==> src/rtl/down_counter.sv <==
// Debounced down-counter.
// A raw push-button is synchronized, debounced by a four-state FSM and turned
// into a one-cycle decrement pulse. Each accepted press decrements a WIDTH-bit
// count with wrap-around; a wrap from 0 raises a one-cycle underflow pulse.
// A synchronous preset load overrides a coincident decrement.
module down_counter #(
  parameter int WIDTH     = 3,
  parameter int DB_CYCLES = 4   // stable samples needed to accept a change, >= 2
) (
  input  logic             clk,
  input  logic             rst,
  input  logic             down,
  input  logic             load,
  input  logic [WIDTH-1:0] load_value,
  output logic [WIDTH-1:0] count,
  output logic             underflow,
  output logic             down_db
);

  localparam int             CW      = $clog2(DB_CYCLES);
  localparam logic [CW-1:0]  DB_LAST = CW'(DB_CYCLES - 1);

  typedef enum logic [1:0] {
    IDLE,
    PRESS_WAIT,
    HELD,
    RELEASE_WAIT
  } state_e;

  logic             s1_q;
  logic             down_s_q;
  state_e           state_q,   state_d;
  logic [CW-1:0]    db_cnt_q,  db_cnt_d;
  logic             down_db_q, down_db_d;
  logic [WIDTH-1:0] count_q,   count_d;
  logic             underflow_q, underflow_d;

  // Two-flop synchronizer bringing the asynchronous button into the clk domain.
  // NOTE: sequential state uses non-blocking (<=) so every flop samples the
  // pre-edge value; blocking here would collapse the two stages into one.
  always_ff @(posedge clk or posedge rst) begin
    if (rst) begin
      s1_q     <= 1'b0;
      down_s_q <= 1'b0;
    end else begin
      s1_q     <= down;
      down_s_q <= s1_q;
    end
  end

  // Debounce FSM next-state, stability counter and press pulse.
  // NOTE: every output of this block gets a default first, so no path can
  // leave a signal unassigned and infer a latch.
  always_comb begin
    state_d   = state_q;
    db_cnt_d  = db_cnt_q;
    down_db_d = 1'b0;
    unique case (state_q)
      IDLE: begin
        if (down_s_q) begin
          state_d  = PRESS_WAIT;
          db_cnt_d = '0;
        end
      end
      PRESS_WAIT: begin
        if (!down_s_q) begin
          state_d = IDLE;
        end else if (db_cnt_q == DB_LAST) begin
          state_d   = HELD;
          down_db_d = 1'b1;
        end else begin
          db_cnt_d = db_cnt_q + CW'(1);
        end
      end
      HELD: begin
        if (!down_s_q) begin
          state_d  = RELEASE_WAIT;
          db_cnt_d = '0;
        end
      end
      RELEASE_WAIT: begin
        // A re-high during release is bounce: back to HELD without a pulse.
        if (down_s_q) begin
          state_d = HELD;
        end else if (db_cnt_q == DB_LAST) begin
          state_d = IDLE;
        end else begin
          db_cnt_d = db_cnt_q + CW'(1);
        end
      end
      default: state_d = IDLE;
    endcase
  end

  // Count next-state: load beats decrement, and a discarded pulse is not kept.
  always_comb begin
    count_d     = count_q;
    underflow_d = 1'b0;
    if (load) begin
      count_d = load_value;
    end else if (down_db_q) begin
      count_d     = count_q - WIDTH'(1);
      underflow_d = (count_q == '0);
    end
  end

  // State, counter and output registers.
  always_ff @(posedge clk or posedge rst) begin
    if (rst) begin
      state_q     <= IDLE;
      db_cnt_q    <= '0;
      down_db_q   <= 1'b0;
      count_q     <= '0;
      underflow_q <= 1'b0;
    end else begin
      state_q     <= state_d;
      db_cnt_q    <= db_cnt_d;
      down_db_q   <= down_db_d;
      count_q     <= count_d;
      underflow_q <= underflow_d;
    end
  end

  assign count     = count_q;
  assign underflow = underflow_q;
  assign down_db   = down_db_q;

endmodule

==> config.mk <==
export PLATFORM = sky130hd
export DESIGN_NAME = down_counter
export DESIGN_NICKNAME = d
export VERILOG_FILES = /design/src/rtl/down_counter.sv
export SDC_FILE = /design/constraint.sdc
export NUM_CORES = 1
export LEC_CHECK = 0
export CAP_MARGIN = 40
export CORE_AREA = 5 5 42 44
export DETAILED_ROUTE_END_ITERATION = 6
export DIE_AREA = 0 0 47 49
export PLACE_DENSITY = 0.62
export SETUP_SLACK_MARGIN = 0.4
export SLEW_MARGIN = 20
export SYNTH_ARGS = -nofsm -noshare
export SYNTH_HDL_FRONTEND = slang
export SYNTH_SLANG_ARGS = --single-unit
export TNS_END_PERCENT = 100
==> constraint.sdc <==
create_clock -name clk -period 3.1 [get_ports clk]
set_clock_uncertainty 0.05 [all_clocks]
set_input_delay 0.465 -clock clk [delete_from_list [all_inputs] [get_ports clk]]
set_output_delay 0.465 -clock clk [all_outputs]
set_load 0.03 [all_outputs]
==> results.md <==
- Outcome: completed
- Hold EP: down_s_q
- Crit path required time: 2580 ps
- N_diodes: 0
- Vias in the first global route: 320
- H-Tree Depth: 1
- Ranking of synthesized cells by area: dfrtp_1, ha_1, nand2_1
- GR Overflow Total: 0
- Synth warnings: 0
- CTS tree: done
- First-pass GRT wire length: 1260 um
- CP bufs+invs: 1
- Via density: 4.67
- Post-CTS Setup Bufs: 0
- Clock Latency Late Sink: 260 ps
- Post-route cell area: 639 um^2
- Tot GR Track Use: 7.54%
- Peak Freq: 532 MHz
- Fin crit period: 1880 ps
- Antenna violations before repair: 0
- Cells after Synth: 39
- Post-synthesis cell type count: 15
- Hold WS: 302 ps
- Sequential-to-total area share from yosys stat: 57.0%
- RSZ-0062 raised after global routing: false
- 1st-iter DRT viols: 1
- Crit path cell chain: clkdlybuf4s50_1
- Power Density: 646 nW/um^2
- Area post-placement: 613 um^2
- Net Count, Synth: 50
- PortBufs: 11
- Final Net Count: 66
- Endpoints failing hold: 0
- Routed WL per cell: 10.8 um
- Largest net degree at the start of global routing: 12
- I/O pin count: 12
- Worst hold path depth: 0
- Cts repair resizes: 0
- Slowest stage delay, CP: 700 ps
- Crit path kind: flop to output pin
- RePlAce Congestion: 0.740
- FF-to-FF path depth: 3
- CP arrival: 1370 ps
- Count of final max-slew check failures: 0
- TritonCTS buffer count: 3
- Mapped cell area: 483 um^2
- Startpoint Class: flop
- WL met2: 345 um
- Die height: 49 um
- Hold WC Path Type: flop to flop
- Avg Cell Area, Syn: 12.4 um^2
- R2r startpoint: db_cnt_q[0]
- Top cell type's share of synthesized area: 57.0%
- Core footprint: 1400 um^2
- Rel. slew slack: 72.1%
- Core Util, Final: 45.6%
- Post-synthesis register bit count: 11
- CTS Buffer Depth: 2
- Setup TNS: 0 ps
- Share of cells above drive strength 1: 13.0%
- Metal1 wirelength: 350 um
- Hold Crit Start: s1_q
- PnR Total Power: 0.000413 W
- R2r endpoint: db_cnt_q[0]
- Cts hold-fix bufs: 0
- Final antenna-violating net count: 0
- Largest area contributor in the netlist: dfrtp_1
- Residual DRC: 0
- DIE WIDTH: 47 um
- Routed via count: 327
- Pleak: 0.295 nW
- Starting Density: 34.5%
- DPL Wire Length: 595 um
- FF-to-FF setup slack: 1870 ps
- Wire length on met3: 64 um
- Tcrit/Tclk final: 60.7%
- Area Growth Syn to Fin: 32.4%
- CP endpoint kind: output pin
- Die area: 2300 um^2
- VDD IR max: 0.367 mV
- Clock slew at reported path FFs: 70 ps
- Worst Tran Pin Value: 419 ps
- Clock net sink count: 11
- Critical Path Slowest Stage Cell: clkdlybuf4s50_1
- Final setup violation count: 0
- Max-cap violations: 0
- Drt pass-1 iters: 3
- Final WL: 759 um
- Largest delay contributor family on the critical path: buffers and inverters
- Site row count: 14
- Root Driver: clkbuf_4
- Crit-path max FO: 6
- Top sig layer: met3
## cell usage after synthesis
master    count
mux2_2        1
and4b_2       1
nand2_1       6
inv_1         3
xnor2_1       2
mux2_4        1
a21oi_1       1
a22o_2        1
nor4bb_1      1
o21ai_0       4
ha_1          4
a21o_1        1
xor2_1        1
dfrtp_1      11
nor3b_1       1
## where the power goes
part	total [W]	internal, W	switching (W)
clock network	0.0000925	0.0000496	0.0000429
registers	0.000203	0.000174	0.0000287
logic	0.000118	0.0000695	0.0000483
total	0.000413	0.000293	0.000120
## cell type report
cell class                 count  area [um^2]
sequential                    11          275
multi-input combinational     25          196
inverter                       3         11.3
tap                           16         20.0
clock buffer                   4         26.3
timing repair buffer          11          110
fill                         149          762
## through the flow
| stage | setup slack (ps) | std cells |
|---|---|---|
| after global routing | 1140 | 70 |
| after detailed placement | 1490 | 66 |
| after floorplan | 1810 | 39 |
| after CTS | 1190 | 70 |
| final | 1220 | 70 |
| after global placement | 1500 | 66 |
## cell families (layout without fill, tap and decap cells)
logic type                 after synthesis  in the layout  synth area share (%)
buffers and inverters                    3             18                  2.33
and+or+nand+nor                          9              9                  10.6
AOI/OAI and AO/OA                        7              7                  8.81
xor gates and xnor gates                 3              3                  5.44
DFF                                     11             11                  57.0
muxes                                    2              2                  5.44
adders and majority gates                4              4                  10.4
## registers in the layout (all words and copies together), names as in the netlist, named ones only
signal     flops
count          3
db_cnt_q       2
down_db        1
down_s_q       1
s1_q           1
state_q        1
underflow      1
## worst register-to-register path: stages (launching register included)
cell	delay (ps)
dfrtp_1	410
ha_1	240
a21o_1	170
mux2_4	250
## routing by layer
layer  track usage [%]  up-vias
li1                  -      164
met1              8.64      154
met2              12.0        9
met3              2.21        0
met4              4.15        0
met5                 0        -
## cell usage in the layout, fill, tap and decap left out
cell type	count
a21o_1	1
nor4bb_1	1
a22o_2	1
a21oi_1	1
xor2_1	1
clkbuf_4	3
and4b_2	1
inv_1	3
o21ai_0	4
nand2_1	6
clkbuf_1	1
mux2_4	1
xnor2_1	2
clkdlybuf4s50_1	11
ha_1	4
mux2_2	1
dfrtp_1	11
nor3b_1	1
## how the worst max path moves through the flow
stage	endpoint	slack, ps	startpoint	cells after the start
final	down_db	1220	down_db	1
after global routing	down_db	1140	down_db	1
after CTS	down_db	1190	down_db	1
after detailed placement	down_db	1490	down_db	1
after global placement	down_db	1500	down_db	1
after floorplan	count[1]	1810	count[0]	5
(Power assumes the default switching activity.)
